==> src/rtl/score_scan_display.sv <==
// score_scan_display
//   BCD score accumulator with a multiplexed, active-low seven-segment scan.
//   Additions of 0..9 ripple a decimal carry through every digit in one cycle.
//   On overflow the score either wraps or saturates at all nines, and a sticky
//   flag is raised. The display scans one digit per PRESCALE+1 cycles.
//
// Parameters
//   DIGITS   number of BCD digits / display positions (1..8)
//   PRESCALE scan dwell per digit is PRESCALE+1 sclk cycles (0..65535)
//   SAT      0 = wrap modulo 10^DIGITS, 1 = saturate at all nines
//
// Ports
//   sclk       clock, rising edge
//   rst        asynchronous active-high reset
//   clr        synchronous score/overflow clear, beats add_valid
//   freeze     ignore additions while high (scan keeps running)
//   add_valid  one-cycle add strobe
//   add_val    points to add; 10..15 are ignored
//   an         active-low digit enables, an[0] = least significant digit
//   seg        active-low segments {g,f,e,d,c,b,a}
//   score_bcd  registered BCD score, nibble 0 = least significant digit
//   overflow   sticky overflow flag
//
// Build option
//   LEADING_ZERO_BLANK_EN  blank zero digits above the most significant
//                          nonzero digit; digit 0 always displays.

module score_scan_display #(
  parameter int unsigned DIGITS   = 4,
  parameter int unsigned PRESCALE = 0,
  parameter int unsigned SAT      = 0
) (
  input  logic                  sclk,
  input  logic                  rst,
  input  logic                  clr,
  input  logic                  freeze,
  input  logic                  add_valid,
  input  logic [3:0]            add_val,
  output logic [DIGITS-1:0]     an,
  output logic [6:0]            seg,
  output logic [4*DIGITS-1:0]   score_bcd,
  output logic                  overflow
);

  localparam int unsigned      IDX_W     = (DIGITS > 1) ? $clog2(DIGITS) : 1;
  localparam logic [IDX_W-1:0] LAST_IDX  = IDX_W'(DIGITS - 1);
  localparam logic [15:0]      PRESC_MAX = 16'(PRESCALE);
  localparam logic [6:0]       SEG_BLANK = 7'b1111111;

  logic [4*DIGITS-1:0] score_q, score_d;
  logic                overflow_q, overflow_d;
  logic [15:0]         presc_q, presc_d;
  logic [IDX_W-1:0]    idx_q, idx_d;
  logic [DIGITS-1:0]   an_q, an_d;
  logic [6:0]          seg_q, seg_d;

  logic [4*DIGITS-1:0] sum_bcd;
  logic                sum_carry;
  logic [3:0]          sel_digit;

  function automatic logic [6:0] seg_decode(input logic [3:0] d);
    case (d)
      4'd0:    seg_decode = 7'b1000000;
      4'd1:    seg_decode = 7'b1111001;
      4'd2:    seg_decode = 7'b0100100;
      4'd3:    seg_decode = 7'b0110000;
      4'd4:    seg_decode = 7'b0011001;
      4'd5:    seg_decode = 7'b0010010;
      4'd6:    seg_decode = 7'b0000010;
      4'd7:    seg_decode = 7'b1111000;
      4'd8:    seg_decode = 7'b0000000;
      4'd9:    seg_decode = 7'b0010000;
      default: seg_decode = SEG_BLANK;
    endcase
  endfunction

  // Decimal ripple adder: add_val enters at digit 0, each digit sum is at most
  // 9+9+1 so a single subtract-10 correction keeps every nibble in 0..9.
  always_comb begin
    logic [4:0] s;
    logic       carry;
    s       = '0;
    carry   = 1'b0;
    sum_bcd = '0;
    for (int unsigned i = 0; i < DIGITS; i++) begin
      s = {1'b0, score_q[4*i +: 4]} + {4'b0, carry};
      if (i == 0) begin
        s = s + {1'b0, add_val};
      end
      if (s > 5'd9) begin
        s     = s - 5'd10;
        carry = 1'b1;
      end else begin
        carry = 1'b0;
      end
      sum_bcd[4*i +: 4] = s[3:0];
    end
    sum_carry = carry;
  end

  always_comb begin
    score_d    = score_q;
    overflow_d = overflow_q;
    if (clr) begin
      score_d    = '0;
      overflow_d = 1'b0;
    end else if (add_valid && !freeze && (add_val <= 4'd9)) begin
      score_d = sum_bcd;
      if (sum_carry) begin
        overflow_d = 1'b1;
        if (SAT != 0) begin
          score_d = {DIGITS{4'h9}};
        end
      end
    end
  end

  always_comb begin
    presc_d = presc_q + 16'd1;
    idx_d   = idx_q;
    if (presc_q == PRESC_MAX) begin
      presc_d = '0;
      idx_d   = (idx_q == LAST_IDX) ? '0 : idx_q + 1'b1;
    end
  end

  // an/seg are both derived from the same idx_q and score_q each cycle, so the
  // registered pair always matches; a score change lands on the next update.
  always_comb begin
    an_d      = '1;
    sel_digit = '0;
    for (int unsigned k = 0; k < DIGITS; k++) begin
      if (IDX_W'(k) == idx_q) begin
        an_d[k]   = 1'b0;
        sel_digit = score_q[4*k +: 4];
      end
    end
    seg_d = seg_decode(sel_digit);
`ifdef LEADING_ZERO_BLANK_EN
    begin
      logic nz_above;
      nz_above = 1'b0;
      // Walk down from the top digit; a position is leading-zero only while
      // it and everything above it are zero. Digit 0 is never blanked.
      for (int unsigned k = DIGITS - 1; k >= 1; k--) begin
        nz_above = nz_above | (score_q[4*k +: 4] != 4'd0);
        if ((IDX_W'(k) == idx_q) && !nz_above) begin
          seg_d = SEG_BLANK;
        end
      end
    end
`endif
  end

  always_ff @(posedge sclk or posedge rst) begin
    if (rst) begin
      score_q    <= '0;
      overflow_q <= 1'b0;
      presc_q    <= '0;
      idx_q      <= '0;
      an_q       <= '1;
      seg_q      <= SEG_BLANK;
    end else begin
      score_q    <= score_d;
      overflow_q <= overflow_d;
      presc_q    <= presc_d;
      idx_q      <= idx_d;
      an_q       <= an_d;
      seg_q      <= seg_d;
    end
  end

  assign an        = an_q;
  assign seg       = seg_q;
  assign score_bcd = score_q;
  assign overflow  = overflow_q;

endmodule
==> config.mk <==
export PLATFORM = sky130hd
export DESIGN_NAME = score_scan_display
export DESIGN_NICKNAME = d
export VERILOG_FILES = /design/src/rtl/score_scan_display.sv
export SDC_FILE = /design/constraint.sdc
export NUM_CORES = 1
export LEC_CHECK = 0
export CAP_MARGIN = 20
export CORE_ASPECT_RATIO = 0.9
export CORE_MARGIN = 5
export CORE_UTILIZATION = 60
export DETAILED_ROUTE_END_ITERATION = 6
export GPL_TIMING_DRIVEN = 0
export PLACE_DENSITY = 0.86
export SLEW_MARGIN = 20
export SYNTH_ARGS = -nofsm -noshare
export SYNTH_HDL_FRONTEND = slang
export SYNTH_SLANG_ARGS = --single-unit
==> constraint.sdc <==
create_clock -name sclk -period 11.6 [get_ports sclk]
set_input_delay 1.74 -clock sclk [delete_from_list [all_inputs] [get_ports sclk]]
set_output_delay 1.74 -clock sclk [all_outputs]
set_load 0.005 [all_outputs]
==> impl_metrics.json <==
{
  "postCtsHoldBufs": 0,
  "antennaDiodeCount": 0,
  "power_density_nw_per_um2": 94.1,
  "gr-usage-all-layers_pct": 21.0,
  "critPathMaxFanout": 5,
  "numCtsBuffers": 5,
  "worst_slew_pin_slew_ns": 0.678,
  "synth.cell_area_um2": 2840,
  "hold_class": "reg2reg",
  "routed_wl_um": 5840,
  "wl_per_cell_um": 15.0,
  "row_count": 23,
  "synth_cell_types": 55,
  "cp_top_family": "adder cells",
  "port_buffers": 36,
  "finalSetupTns_ns": 0,
  "num_vias": 2227,
  "die_w_um": 82.6,
  "leakagePower_nw": 1.48,
  "max_stage_delay_ns": 0.46,
  "vias_per_cell": 5.71,
  "cp.required_ns": 11.78,
  "synthArstFlopShare_pct": 100,
  "switchingPower_uw": 73.4,
  "h-tree-depth": 2,
  "tritoncts": "done",
  "final_nets": 362,
  "drv_slew": 0,
  "clkPwrFrac_pct": 36.4,
  "skew_ns": 0.00764,
  "synthCells": 283,
  "first_iter_violations": 117,
  "final_antenna_net_count": 0,
  "syn-num-nets": 318,
  "fin_crit_sh_pct": 65.4,
  "clock-root-buffer": "clkbuf_8",
  "worstHoldPathCells": 1,
  "first_pass_iters": 4,
  "power.total_uw": 321,
  "start_kind": "input port",
  "design.die.area_um2": 6220,
  "grt_pass1_vias": 2159,
  "setup_viol": 0,
  "boundaryPins": 37,
  "cts_setup_buffers": 0,
  "internal-power_uw": 248,
  "cp-end-kind": "flip-flop",
  "cpMaxStageDelayCell": "clkdlybuf4s50_1",
  "final_layout_size_suffix_gt1_share_pct": 11.0,
  "synth.area.top_cells": "dfrtp_1, ha_1, dfstp_2, xnor2_1, inv_1",
  "ir_drop_mv": 0.0626,
  "comb_power_share_pct": 11.2,
  "ff2ff_path_depth": 27,
  "yosysWarnings": 0,
  "period_minus_slack_ns": 7.58,
  "gp_congestion": 0.838,
  "criticalPathCategory": "in2reg",
  "clock-sinks": 46,
  "status": "finished, final reports clean",
  "rsz0062_at_grt": "false",
  "die_h_um": 75.3,
  "p_seq_share_pct": 52.4,
  "synth_edf_count": 0,
  "start_util_pct": 62.9,
  "grt_pass1_wl_um": 10100,
  "relSlewSlack_pct": 54.8,
  "seq_area_frac_synth_pct": 41.0,
  "crit_arrival_ns": 7.76,
  "synthFlopType": "dfrtp_1",
  "post-dp-hpwl_um": 4470,
  "syn_to_final_growth_pct": 20.0,
  "path_depth": 28,
  "antenna_found_initial": 0,
  "drc": 0,
  "synth_top_area_cell": "dfrtp_1",
  "clk_pin_slew_worst_paths_ns": 0.08,
  "syn_avg_cell_area_um2": 10.0,
  "max_freq_mhz": 132,
  "grt_max_degree": 36,
  "coreArea_um2": 4520,
  "swShare_pct": 22.9,
  "maxCapViolations": 0,
  "yosysTopAreaCellShare_pct": 30.8,
  "path_common_cell": "ha_1",
  "grt-ovfl-total": 0,
  "cts-resized-gates": 0,
  "clockBufferDepth": 2,
  "hold_violations": 0,
  "crit_buf_inv": 5,
  "place_ws_ns": 3.77,
  "ys_ff_latch": 46,
  "worst_slack_ns": 4.02,
  "clock_latency_ns": 0.30
}
[stage by stage]
stage          util [%]  hold WS (ns)  cells  area (um2)
3_5_place_dp       73.1         0.466    382        3300
3_3_place_gp       72.6         0.457    381        3280
5_1_grt            75.5         0.497    390        3410
6_report           75.5         0.475    390        3410
2_1_floorplan         -         0.443    283        2840
4_1_cts            75.5         0.480    390        3410
[routing by layer]
layer  vias to the layer above  GRT usage [%]  wire length [um]
li1                       1093              -                 -
met1                      1080           30.2              2750
met2                        46           33.1              2730
met3                         8           4.02               281
met4                         0           5.26                68
met5                         -              0                 0
[registers in the layout, summed over array words and instances (netlist names)]
| signal | count |
|---|---|
| an | 4 |
| idx_q | 2 |
| overflow | 1 |
| presc_q | 16 |
| score_bcd | 16 |
| seg | 7 |
[Yosys cell counts (2+ instances only)]
library cell	instances
dfrtp_1	35
inv_1	27
ha_1	25
nand2_1	19
xnor2_1	18
a21oi_1	14
dfstp_2	11
nand3_1	9
o21ai_0	9
nand4_1	8
nor2_1	8
xor2_1	7
nand2b_1	6
a22o_1	5
nor3_1	5
o31ai_1	5
a22oi_1	4
buf_2	4
mux2_2	4
mux2i_1	4
nor2b_1	4
o22ai_1	4
a2bb2oi_1	3
and2_1	3
a21boi_0	2
a21o_1	2
a22oi_4	2
a32oi_1	2
and3_1	2
clkbuf_1	2
nor4_1	2
nor4b_1	2
o21a_1	2
o21ai_1	2
or3_1	2
[area by class of cell]
| class | count | area (um2) |
|---|---|---|
| repair buffers | 37 | 380 |
| inverters | 27 | 101 |
| clock buffers | 6 | 72.6 |
| clock inverters | 2 | 37.5 |
| multi-input cells | 202 | 1530 |
| fillers | 332 | 1110 |
| flip-flops and latches | 46 | 1160 |
| plain buffers | 8 | 43.8 |
| well taps | 62 | 77.6 |
[worst register-to-register path, stage by stage, from the launching register on]
cell       delay [ns]
dfrtp_1          0.42
ha_1             0.20
inv_1            0.06
fa_1             0.40
xor2_1           0.35
a21boi_0         0.15
mux2i_1          0.24
nand2_1          0.14
ha_1             0.22
ha_1             0.37
inv_1            0.12
a21oi_1          0.19
a2bb2oi_2        0.28
ha_1             0.25
ha_1             0.22
nand2b_1         0.13
a41oi_1          0.12
a21oi_1          0.39
ha_1             0.27
ha_1             0.25
xor2_1           0.21
inv_1            0.07
ha_1             0.22
inv_1            0.06
o22ai_1          0.11
nor2_1           0.19
o31ai_1          0.09
a221o_1          0.31
[path summary, 6_finish.rpt]
path / startpoint / to / slack (ns)
min in group asynchronous: rst / presc_q[12] / 1.69
min: presc_q[15] / presc_q[15] / 0.47
min reg2reg: presc_q[15] / presc_q[15] / 0.47
max: add_val[0] / score_bcd[14] / 4.02
max reg2reg: score_bcd[0] / score_bcd[14] / 5.48
max in group asynchronous: rst / seg[2] / 9.37
[cell usage in the layout (no fill, tap or decap), types with 3 or more instances in the layout]
cell type / n
nand4_1: 8
ha_1: 25
a22oi_1: 4
inv_1: 26
nor2_1: 8
o22ai_1: 4
nor3_1: 5
o31ai_1: 5
mux2i_1: 4
xnor2_1: 18
clkdlybuf4s50_1: 36
a22o_1: 5
xor2_1: 7
and2_1: 3
clkbuf_1: 3
buf_2: 4
a2bb2oi_1: 3
clkbuf_8: 5
nor2b_1: 4
a21oi_1: 14
nand2b_1: 6
dfstp_2: 11
nand2_1: 19
dfrtp_1: 35
mux2_2: 4
o21ai_0: 9
nand3_1: 9
[power by group through the flow]
stage	clock [mW]	combinational, mW	sequential [mW]
final	0.117	0.0359	0.168
after global routing	0.127	0.0403	0.169
after global placement	0	0.0343	0.171
after detailed placement	0	0.0358	0.171
after CTS	0.119	0.0360	0.168
after floorplan	0	0.0182	0.171
[kinds of logic (layout without fill, tap and decap cells)]
family,after synthesis,count (layout),synth area share [%]
and+or+nand+nor,76,76,14.2
AOI/OAI and AO/OA,67,67,17.4
buffers and inverters,35,80,5.10
adders and majority gates,26,26,11.7
muxes,8,8,2.99
xor gates and xnor gates,25,25,7.70
DFF,46,46,41.0
No activity file was read; power rests on OpenSTA's default activity.
